$ cat config.mk
export PLATFORM = sky130hd
export DESIGN_NAME = ipml_frame_unpacker
export DESIGN_NICKNAME = d
export VERILOG_FILES = /design/src/rtl/ipml_frame_pkg.sv /design/src/rtl/ipml_frame_unpacker.sv
export SDC_FILE = /design/constraint.sdc
export NUM_CORES = 1
export LEC_CHECK = 0
export BUFFER_PORTS_ARGS = -buffer_cell sky130_fd_sc_hd__buf_2
export CORE_ASPECT_RATIO = 0.75
export CORE_MARGIN = 4
export CORE_UTILIZATION = 56
export CTS_CLUSTER_SIZE = 14
export DETAILED_ROUTE_END_ITERATION = 8
export HOLD_SLACK_MARGIN = 0.15
export PLACE_DENSITY = 0.84
export SETUP_SLACK_MARGIN = 0.1
export SLEW_MARGIN = 20
export SYNTH_ARGS = -nofsm -noshare
export SYNTH_HDL_FRONTEND = slang
export SYNTH_SLANG_ARGS = --single-unit
$ cat constraint.sdc
create_clock -name clk -period 7.1 [get_ports clk]
set_input_delay 0.71 -clock clk [delete_from_list [all_inputs] [get_ports clk]]
set_output_delay 0.71 -clock clk [all_outputs]
set_load 0.02 [all_outputs]
$ cat src/rtl/ipml_frame_pkg.sv
// ---------------------------------------------------------------------------
// ipml_frame_pkg
// Shared definitions for the IPML frame unpacker:
//   - default header sync marker
//   - FSM state encoding (HUNT = 0, PAYLOAD = 1)
//   - header field positions and field-extraction helpers
// ---------------------------------------------------------------------------
package ipml_frame_pkg;

   localparam logic [15:0] c_SYNC_WORD_DEFAULT = 16'hA5A5;

   // Header layout: [31:16] sync marker, [15:0] payload length in words
   localparam int unsigned c_HDR_WIDTH = 32;
   localparam int unsigned c_SYNC_MSB  = 31;
   localparam int unsigned c_SYNC_LSB  = 16;
   localparam int unsigned c_LEN_MSB   = 15;
   localparam int unsigned c_LEN_LSB   = 0;

   typedef enum logic {
      StHunt    = 1'b0,
      StPayload = 1'b1
   } state_e;

   function automatic logic [15:0] hdr_sync(input logic [c_HDR_WIDTH-1:0] i_word);
      return i_word[c_SYNC_MSB:c_SYNC_LSB];
   endfunction

   function automatic logic [15:0] hdr_len(input logic [c_HDR_WIDTH-1:0] i_word);
      return i_word[c_LEN_MSB:c_LEN_LSB];
   endfunction

endpackage

$ cat src/rtl/ipml_frame_unpacker.sv
// ---------------------------------------------------------------------------
// ipml_frame_unpacker
// Hunts for a header word (sync marker + length) in a word stream read from a
// first-word-fall-through FIFO, then forwards the following <length> payload
// words through a single output register with sop/eop framing.
//
// Ports:
//   clk        single clock, rising edge
//   rst        synchronous active-high reset
//   in_data    upstream FIFO read data
//   in_vld     upstream word valid
//   in_rdy     pop request to the upstream FIFO
//   out_data   payload word
//   out_vld    payload word valid
//   out_sop    first payload word of a frame
//   out_eop    last payload word of a frame
//   out_rdy    downstream accepts a word
//   frame_cnt  saturating count of frames fully delivered downstream
//   err_cnt    saturating count of headers rejected for a bad length
//   hunt       high while searching for a header
// ---------------------------------------------------------------------------
module ipml_frame_unpacker
   import ipml_frame_pkg::*;
#(
   parameter int unsigned c_DATA_WIDTH = 32,
   parameter logic [15:0] c_SYNC_WORD  = c_SYNC_WORD_DEFAULT,
   parameter int unsigned c_MAX_LEN    = 1024
) (
   input  logic                    clk,
   input  logic                    rst,
   input  logic [c_DATA_WIDTH-1:0] in_data,
   input  logic                    in_vld,
   output logic                    in_rdy,
   output logic [c_DATA_WIDTH-1:0] out_data,
   output logic                    out_vld,
   output logic                    out_sop,
   output logic                    out_eop,
   input  logic                    out_rdy,
   output logic [15:0]             frame_cnt,
   output logic [15:0]             err_cnt,
   output logic                    hunt
);

   localparam logic [15:0] c_MAX_LEN_W = 16'(c_MAX_LEN);

   state_e                  r_state;
   state_e                  w_state_nxt;
   logic [15:0]             r_remain;
   logic                    r_first;
   logic [c_DATA_WIDTH-1:0] r_out_data;
   logic                    r_out_vld;
   logic                    r_out_sop;
   logic                    r_out_eop;
   logic [15:0]             r_frame_cnt;
   logic [15:0]             r_err_cnt;

   logic [15:0] w_hdr_len;
   logic        w_sync_hit;
   logic        w_len_ok;
   logic        w_in_fire;
   logic        w_out_fire;
   logic        w_hdr_ok;
   logic        w_hdr_bad;
   logic        w_pay_fire;
   logic        w_last;

   assign w_hdr_len  = hdr_len(in_data);
   assign w_sync_hit = (hdr_sync(in_data) == c_SYNC_WORD);
   assign w_len_ok   = (w_hdr_len != 16'd0) && (w_hdr_len <= c_MAX_LEN_W);
   assign w_in_fire  = in_vld & in_rdy;
   assign w_out_fire = r_out_vld & out_rdy;
   assign w_hdr_ok   = (r_state == StHunt) & w_in_fire & w_sync_hit & w_len_ok;
   assign w_hdr_bad  = (r_state == StHunt) & w_in_fire & w_sync_hit & ~w_len_ok;
   assign w_pay_fire = (r_state == StPayload) & w_in_fire;
   assign w_last     = (r_remain == 16'd1);

   // FSM: state register
   always_ff @(posedge clk) begin
      if (rst) begin
         r_state <= StHunt;
      end else begin
         r_state <= w_state_nxt;
      end
   end

   // FSM: next state
   always_comb begin
      w_state_nxt = r_state;
      unique case (r_state)
         StHunt:    if (w_hdr_ok) w_state_nxt = StPayload;
         StPayload: if (w_pay_fire && w_last) w_state_nxt = StHunt;
      endcase
   end

   // FSM: outputs. In PAYLOAD a word is popped only when the output register
   // is free or draining this cycle, which keeps one word per cycle flowing.
   always_comb begin
      in_rdy = 1'b0;
      hunt   = 1'b0;
      unique case (r_state)
         StHunt: begin
            hunt   = 1'b1;
            in_rdy = ~rst;
         end
         StPayload: in_rdy = ~rst & (~r_out_vld | out_rdy);
      endcase
   end

   // Remaining-word counter and first-word flag
   always_ff @(posedge clk) begin
      if (rst) begin
         r_remain <= 16'd0;
         r_first  <= 1'b0;
      end else if (w_hdr_ok) begin
         r_remain <= w_hdr_len;
         r_first  <= 1'b1;
      end else if (w_pay_fire) begin
         r_remain <= r_remain - 16'd1;
         r_first  <= 1'b0;
      end
   end

   // Output register stage. A load can only happen when the slot is empty or
   // being emptied, so a stalled word is never overwritten.
   always_ff @(posedge clk) begin
      if (rst) begin
         r_out_data <= '0;
         r_out_vld  <= 1'b0;
         r_out_sop  <= 1'b0;
         r_out_eop  <= 1'b0;
      end else if (w_pay_fire) begin
         r_out_data <= in_data;
         r_out_vld  <= 1'b1;
         r_out_sop  <= r_first;
         r_out_eop  <= w_last;
      end else if (w_out_fire) begin
         r_out_vld  <= 1'b0;
         r_out_sop  <= 1'b0;
         r_out_eop  <= 1'b0;
      end
   end

   // Saturating statistics counters
   always_ff @(posedge clk) begin
      if (rst) begin
         r_frame_cnt <= 16'd0;
         r_err_cnt   <= 16'd0;
      end else begin
         if (w_out_fire && r_out_eop && (r_frame_cnt != 16'hFFFF)) begin
            r_frame_cnt <= r_frame_cnt + 16'd1;
         end
         if (w_hdr_bad && (r_err_cnt != 16'hFFFF)) begin
            r_err_cnt <= r_err_cnt + 16'd1;
         end
      end
   end

   assign out_data  = r_out_data;
   assign out_vld   = r_out_vld;
   assign out_sop   = r_out_sop;
   assign out_eop   = r_out_eop;
   assign frame_cnt = r_frame_cnt;
   assign err_cnt   = r_err_cnt;

endmodule

Yosys cells after proc, flatten, opt, wreduce, memory -nomap -nowiden
Cells that the tools add are included.
{ "classes": {"add_sub_neg": 3, "mul": 0, "div": 0, "magnitude_cmp": 1, "n_eq_ne": 4, "shift": 0, "mux": 13, "n_bitwise": 13, "reduce_logical": 8} }
{ "ops": {"columns": ["op", "count"], "rows": [
  ["adder 16 x 1 -> 16 bit, second input constant", 2],
  ["2-to-1 mux 16 bit", 2],
  ["!= test 16 bit, second input constant", 2],
  ["== test 16 x 1 -> 1 bit, second input constant", 1],
  ["== test 16 bit, second input constant", 1],
  ["<= comparator 16 x 11 -> 1 bit, second input constant", 1],
  ["nonzero test 16 bit", 1],
  ["subtractor 16 x 1 -> 16 bit, second input constant", 1],
  ["2-to-1 mux 1 bit", 9],
  ["AND 1 bit", 8],
  ["logical AND 1 bit", 5],
  ["NOT 1 bit", 4],
  ["one-hot mux 1 bit (2 select lines)", 2],
  ["nonzero test 2 bit", 2],
  ["bitwise OR 1 bit", 1]
]} }
{ "word_totals": {"regBits": 85, "latchBits": 0, "ramBits": 0, "rom_bits": 0, "input_bits": 36, "wordCells": 51, "n_memories": 0} }

Longest topological paths before layout
Gate-level depths: netlist (run 1).
{ "depth": {"word_depth": 10, "depth_mapped": 8, "depth_no_buf": 6} }

Worst setup path after synthesis (run 1)
No wires, ideal clock.
{ "synth_path": {"path_type": "in2reg", "from": "in in_data[27]", "to": "reg r_err_cnt[13], in the netlist err_cnt[13]", "setup_ns": 0.070, "t_arrival_ns": 2.263, "slack_ns": 4.767, "path_stages": 6, "path_buffers": 1, "cell_sequence": "nand4bb_1 a2111oi_2 nand2_1 clkbuf_1 or4_1 a21oi_1"} }
{ "synth_via": {"elab_chain_cells": 4} }
{ "synth_rtl": {"columns": ["element", "line_no", "source"], "rows": [
  ["from (decl)", "ipml_frame_unpacker.sv:31", "input logic [c_DATA_WIDTH-1:0] in_data,"],
  ["== test 16 bit", "ipml_frame_unpacker.sv:68", "assign w_sync_hit = (hdr_sync(in_data) == c_SYNC_WORD);"],
  ["AND 1 bit (2 in series)", "ipml_frame_unpacker.sv:73", "assign w_hdr_bad = (r_state == StHunt) & w_in_fire & w_sync_hit & ~w_len_ok;"],
  ["logical AND 1 bit", "ipml_frame_unpacker.sv:152", "if (w_hdr_bad && (r_err_cnt != 16'hFFFF)) begin"],
  ["to (signal assigned)", "ipml_frame_unpacker.sv:153", "r_err_cnt <= r_err_cnt + 16'd1;"],
  ["to (decl)", "ipml_frame_unpacker.sv:55", "logic [15:0] r_err_cnt;"]
]} }
No other way between the ends.
A chain may end at the register's enable or synchronous reset.

Final worst setup path (run 1)
{ "layout_path": {"from": "in rst", "to": "reg r_err_cnt[1], in the netlist err_cnt[1]"} }
{ "layout_via": {"elab_chain_cells": 8} }
{ "layout_rtl": {"columns": ["element", "line_no", "source"], "rows": [
  ["from (decl)", "ipml_frame_unpacker.sv:30", "input logic rst,"],
  ["NOT 1 bit", "ipml_frame_unpacker.sv:103, ipml_frame_unpacker.sv:105", null],
  ["AND 1 bit", "ipml_frame_unpacker.sv:105", "StPayload: in_rdy = ~rst & (~r_out_vld | out_rdy);"],
  ["one-hot mux 1 bit (2 select lines)", "ipml_frame_unpacker.sv:100", "unique case (r_state)"],
  ["AND 1 bit", "ipml_frame_unpacker.sv:70", "assign w_in_fire = in_vld & in_rdy;"],
  ["AND 1 bit (3 in series)", "ipml_frame_unpacker.sv:73", null],
  ["logical AND 1 bit", "ipml_frame_unpacker.sv:152", null]
]} }
Parallel ways exist; a longest one is shown, timed or not.

==> results of run 1 <==
## metrics by stage
step | instance area [sq um] | cells | hold slack, ns | power, mW
after global routing | 4640 | 663 | 0.476 | 0.839
after detailed placement | 4460 | 647 | 0.444 | 0.514
after floorplan | 3910 | 484 | 0.432 | 0.498
after global placement | 4460 | 647 | 0.440 | 0.514
after CTS | 4640 | 663 | 0.456 | 0.821
final | 4640 | 663 | 0.454 | 0.814
## worst min path at each step
stage | from | to | cells after the start
2_1_floorplan | r_first$_SDFFE_PP0P_ | out_sop$_SDFFE_PP0P_ | 2
3_3_place_gp | out_data[13]$_SDFFE_PP0P_ | out_data[13]$_SDFFE_PP0P_ | 2
3_5_place_dp | out_data[13]$_SDFFE_PP0P_ | out_data[13]$_SDFFE_PP0P_ | 2
4_1_cts | out_data[30]$_SDFFE_PP0P_ | out_data[30]$_SDFFE_PP0P_ | 2
5_1_grt | out_data[13]$_SDFFE_PP0P_ | out_data[13]$_SDFFE_PP0P_ | 2
6_report | out_data[13]$_SDFFE_PP0P_ | out_data[13]$_SDFFE_PP0P_ | 2
## sequential cells by signal (all words and copies together) (netlist names)
name       cells
out_data      32
out_sop        1
r_state        1
r_first        1
err_cnt       16
r_remain      16
frame_cnt     16
out_vld        1
out_eop        1
## layer usage
| layer | global-route usage, % | part of all wire, % | vias to the layer above |
|---|---|---|---|
| met3 | 7.07 | 6.8 | 16 |
| met4 | 8.90 | 1.5 | 0 |
| met1 | 31.9 | 45 | 1886 |
| li1 | - | - | 1946 |
| met2 | 41.9 | 47 | 135 |
| met5 | 0 | 0 | - |
## cell families after synthesis
kind of cell             after synthesis  share of synthesized area [%]
multiplexers                           5                           1.31
adder cells (fa/ha/maj)                4                           1.28
AND/OR/NAND/NOR                      211                           27.9
buffers and inverters                 41                           3.93
flip-flops                            85                           43.5
XOR/XNOR                               9                           2.02
AO/OA/AOI/OAI                        129                           20.1
## synth_stat cells (10+ instances only)
library cell  number
dfxtp_1           85
clkbuf_1          28
inv_1             11
nand2_1           86
or4_1             20
o21ai_0           14
or3_1             13
nand4_1           10
nand3_1           14
a21oi_1           69
nor2_1            26
o31ai_1           16
## critical path, delay by kind of cell
family | cells | cell delay, ns
and+or+nand+nor | 2 | 1.11
buffers and inverters | 2 | 0.47
AOI/OAI and AO/OA | 2 | 0.70
## cell type report
type | count | area, sq um
Clock buffer | 9 | 124
Clock inverter | 7 | 50.0
Fill cell | 586 | 2160
Inverter | 11 | 41.3
Multi-Input combinational cell | 358 | 2060
Sequential cell | 85 | 1700
Tap cell | 84 | 105
Timing Repair Buffer | 109 | 558
## power by group
part           internal [mW]  switching, mW
Sequential             0.476   0.0000000773
Clock                  0.127          0.183
Combinational        0.00985         0.0172
==> run metrics, run 1 <==
mean post-synth cell area=around 8 sq um; Placeable Area=6800 sq um; Final Hold Viols=0; final WL=10500 um; average wire per standard cell=roughly 16 um; Synth cell types=47; antenna violations before repair=0; Final Util=68.2%; clock skew=0.00755 ns; Synth area leader=dfxtp_1; async set or reset register ratio after synthesis=0%; number of synthesized flops with an enable pin=0; crit path from=rst; Layout area overhead=18.6%; CP max stage delay=0.72 ns; layout cells sized above 1=23.3%; Bufs on Longest Clock Path=2; WS Path Type=input pin to flop; R2R Path Start=err_cnt[0]$_SDFFE_PP0P_; cell count after synthesis=a little under 500; Mapped Area=3910 sq um; first-pass GRT wire length=17400 um; via count=3983; crit path max fanout=90; GRT Total Usage=25.3%; Worst Setup EP=err_cnt[1]$_SDFFE_PP0P_; vias in the first global route=3811; Post-synth top flop=dfxtp_1; final cycle utilization of the critical path=between 30% and 40%; Worst Setup End Kind=flop; most frequent cells in the layout=buf_2 (104), nand2_1 (86), dfxtp_1 (85), a21oi_1 (69), nor2_1 (25); Synthesized Nets=524; LEAKAGE=1.76 nW; slowest CP cell=or4b_2; area fraction of the dominant cell type after synthesis=43.5%; relative slew slack=between 30% and 40%; PortBufs=104; Worst R2R End=err_cnt[2]$_SDFFE_PP0P_; worst slew pin tran=between 0.9 and 1 ns; TritonCTS buffer count=9; total grt overflow=0; reg2reg path depth=6; cell chain of the critical path=buf_2 > buf_4 > a2111oi_2 > nand2_1 > or4b_2 > a21oi_1; Startpoint Class=input pin; clk root buf=clkbuf_8; # hold bufs at CTS=0; Max Cap Viol=0; r2r setup slk=~4.6 ns; crit path DAT=~3.0 ns; num rows=26; I/O pins=105; H-tree levels=3; Setup TNS=0 ns; DR pass1 iterations=5; Starting Density=between 50% and 60%; DRC violations left=0; Seq cells post-synth=85; CTS tree=yes; Sink Count=85; Die Footprint=8400 sq um; Post-CTS Setup Inserts=0; Clk Latency, worst-skew pair=0.36 ns; Nets=614; Yosys Warn Count=0; Reg clk slew, reported paths=0.09 ns; worst hold-check path type=flop to flop; Die W=approximately 100 um; commonest non-fill, non-tap cell in the layout=buf_2; CP required=7.39 ns; Die Y=80.4 um; Final HPWL DP=7310 um; via/cell ratio=6.01; Resize count post-CTS=0; initial drt markers=218; Final GP Congestion=0.876; Final min period=2.73 ns; final setup violation count=0; Max Clk Rate=0.367 GHz; Seq/Total Area, Yosys=43.5%; Max VDD drop=109 uV; Antenna Cells=0; largest net degree at the start of global routing=between 90 and 100; Worst Slack Setup Final=~4.4 ns; largest cells by area after synthesis=dfxtp_1 (44%), a21oi_1 (8.8%), nand2_1 (8.3%), or4_1 (3.8%), o31ai_1 (3.1%); pwr dens=176 nW/um^2; DP Worst Slack=slightly above 4 ns; status=finished, final reports clean; RSZ-0062 raised after global routing=false; fin. max-slew vios=0; Routed Antenna Nets=0
(Power assumes the default switching activity.)
==> run 2, diff against run 1 <==
--- a/config.mk
+++ b/config.mk
@@ -8,11 +8,11 @@
 export BUFFER_PORTS_ARGS = -buffer_cell sky130_fd_sc_hd__buf_2
 export CORE_ASPECT_RATIO = 0.75
 export CORE_MARGIN = 4
-export CORE_UTILIZATION = 56
+export CORE_UTILIZATION = 52
 export CTS_CLUSTER_SIZE = 14
 export DETAILED_ROUTE_END_ITERATION = 8
 export HOLD_SLACK_MARGIN = 0.15
-export PLACE_DENSITY = 0.84
+export PLACE_DENSITY = 0.79
 export SETUP_SLACK_MARGIN = 0.1
 export SLEW_MARGIN = 20
 export SYNTH_ARGS = -nofsm -noshare
==> constraint.sdc (replaced) <==
create_clock -name clk -period 2.8 [get_ports clk]
set_input_delay 0.28 -clock clk [delete_from_list [all_inputs] [get_ports clk]]
set_output_delay 0.28 -clock clk [all_outputs]
set_load 0.02 [all_outputs]
==> run 2 against run 1 <==
Cell count rose by 4.5%. Global-route usage is 1.7 points lower. Clock power grew to 2.9 times the previous value. Die area up 7.0%. Clock skew is essentially flat. First-iteration DRC count is 6.4% higher. Critical path type unchanged. Critical endpoint is now err_cnt[3]$_SDFFE_PP0P_.
==> run metrics, run 2 (synthesis results as in run 1) <==
CP required=3.09 ns (was 7.39 ns); Layout area overhead=23.3% (was 18.6%); commonest non-fill, non-tap cell in the layout=buf_2 (unchanged); cell chain of the critical path=dlygate4sd3_1 > buf_2 > nand4bb_1 > a2111oi_2 > o211ai_1 > or4_1 > a21oi_1 (was buf_2 > buf_4 > a2111oi_2 > nand2_1 > or4b_2 > a21oi_1); Worst Setup End Kind=flop (unchanged); status=finished, final reports clean (unchanged); H-tree levels=3 (unchanged); Max Clk Rate=0.397 GHz; Internal=1.72 mW (was 613 uW); Clk network pwr share=41.0% (was 38.2%); Max VDD drop=430 uV (was 109 uV); crit path max fanout=11 (was 90); Placeable Area=7330 sq um (was 6800 sq um); average wire per standard cell=15.3 um (was 15.8 um); RSZ-0062 raised after global routing=true (was false); Fillers=651 (was 586); Final GP Congestion=0.910 (was 0.876); num rows=27 (was 26); Sw Ratio=21.4% (was 24.6%); Final Hold Viols=0 (unchanged); Bufs on Longest Clock Path=2 (unchanged); wl on met1=4720 um (was 4710 um); CTS tree=yes (unchanged); most frequent cells in the layout=buf_2 (104), nand2_1 (86), dfxtp_1 (85), a21oi_1 (69), nor2_1 (25) (unchanged); Seq pwr share=55.2% (was 58.5%); I/O pins=105 (unchanged); final WL=10600 um (was 10500 um); WS Path Type=input pin to flop (unchanged); max FFs per register=32 (unchanged); Die Footprint=8990 sq um (was 8400 sq um); clk root buf=clkbuf_8 (unchanged); Antenna Cells=0 (unchanged); met3 WL=845 um (was 717 um); Final min period=about 2.5 ns; Routed Antenna Nets=0 (unchanged); slowest CP cell=or4_1 (was or4b_2); GRT Total Usage=23.7% (was 25.3%); pwr dens=453 nW/um^2 (was 176 nW/um^2); PortBufs=104 (unchanged); first-pass GRT wire length=17400 um (about the same); worst slew pin tran=0.791 ns (was 0.921 ns); clock skew=0.00730 ns (was 0.00755 ns); Setup TNS=0 ns (unchanged); DRC violations left=0 (unchanged); DR pass1 iterations=4 (was 5); initial drt markers=232 (was 218); total grt overflow=0 (unchanged); final cycle utilization of the critical path=89.9%; Top Layer Used=met4 (unchanged); combinational power share=3.7% (was 3.3%); layout cells sized above 1=23.1% (was 23.3%); CP max stage delay=0.55 ns (was 0.72 ns); largest net degree at the start of global routing=76 (was 91); final setup violation count=0 (unchanged); worst hold-check path type=input pin to flop (was flop to flop); TritonCTS buffer count=9 (unchanged); LEAKAGE=1.85 nW (was 1.76 nW); vias in the first global route=3660 (was 3811); Max Cap Viol=0 (unchanged); Routed met2 length=4880 um (was 4920 um); antenna violations before repair=0 (unchanged); via count=3958 (was 3983); WHS=0.168 ns (was 0.454 ns); Resize count post-CTS=0 (unchanged); Sink Count=85 (unchanged); Die Y=83.1 um (was 80.4 um); fin. max-slew vios=0 (unchanged); relative slew slack=47.3% (was 38.6%); Die W=108 um (was 105 um); Nets=629 (was 614); Starting Density=53.4% (was 57.5%); Net Sw Power=467 uW (was 201 uW); crit path DAT=2.81 ns (was 3.01 ns); Clk Latency, worst-skew pair=0.36 ns (about the same); Startpoint Class=input pin (unchanged); via/cell ratio=5.71 (was 6.01); Reg clk slew, reported paths=0.08 ns (was 0.09 ns); Final HPWL DP=7440 um (was 7310 um)
## run 2: timing repair
action	in CTS	in global routing
buffers inserted	0	0
setup endpoints to repair	0	3
hold endpoints to repair	9	1
hold buffers	9	1
## run 2: per-stage QoR
stage | area, sq um | cells | utilization [%] | power, mW | worst slack [ns]
after floorplan | 3910 | 484 | - | 1.26 | 0.514
after global placement | 4520 | 669 | 61.7 | 1.30 | 0.465
after detailed placement | 4520 | 669 | 61.7 | 1.31 | 0.371
after CTS | 4810 | 692 | 65.6 | 2.21 | 0.316
after global routing | 4820 | 693 | 65.8 | 2.27 | 0.0952
final | 4820 | 693 | 65.8 | 2.19 | 0.283
## run 2: layout make-up
type | instances | area (sq um) | share of cell area [%]
Multi-Input combinational cell | 358 | 2060 | 42.7
Sequential cell | 85 | 1700 | 35.3
Clock buffer | 13 | 169 | 3.50
Clock inverter | 1 | 30.0 | 0.623
Inverter | 11 | 41.3 | 0.856
Tap cell | 101 | 126 | 2.62
Timing Repair Buffer | 124 | 696 | 14.4
## run 2: power groups by stage
stage | logic [mW] | registers [mW] | clock network (mW)
2_1_floorplan | 0.0272 | 1.24 | 0
3_3_place_gp | 0.0684 | 1.24 | 0
3_5_place_dp | 0.0694 | 1.24 | 0
4_1_cts | 0.0794 | 1.21 | 0.921
5_1_grt | 0.0885 | 1.21 | 0.971
6_report | 0.0815 | 1.21 | 0.897
## run 2: per-layer routing
metal	track usage, %	vias to the layer above
met5	0	-
met4	6.08	0
met3	6.60	12
met2	37.8	133
met1	31.6	1838
li1	-	1975
## run 2: worst paths after layout
kind | start | to | slack, ns | cells past startpoint
max | in_data[27] | err_cnt[3]$_SDFFE_PP0P_ | 0.28 | 7
min | in_data[18] | out_data[18]$_SDFFE_PP0P_ | 0.17 | 3
max reg2reg | err_cnt[0]$_SDFFE_PP0P_ | err_cnt[0]$_SDFFE_PP0P_ | 0.32 | 6
min reg2reg | out_data[6]$_SDFFE_PP0P_ | out_data[6]$_SDFFE_PP0P_ | 0.45 | 2
## run 2: critical path: cells and delay by family
kind / cells / cell delay, ns
AO/OA/AOI/OAI: 3 / 1.07
AND/OR/NAND/NOR: 2 / 0.79
buffers and inverters: 2 / 0.67
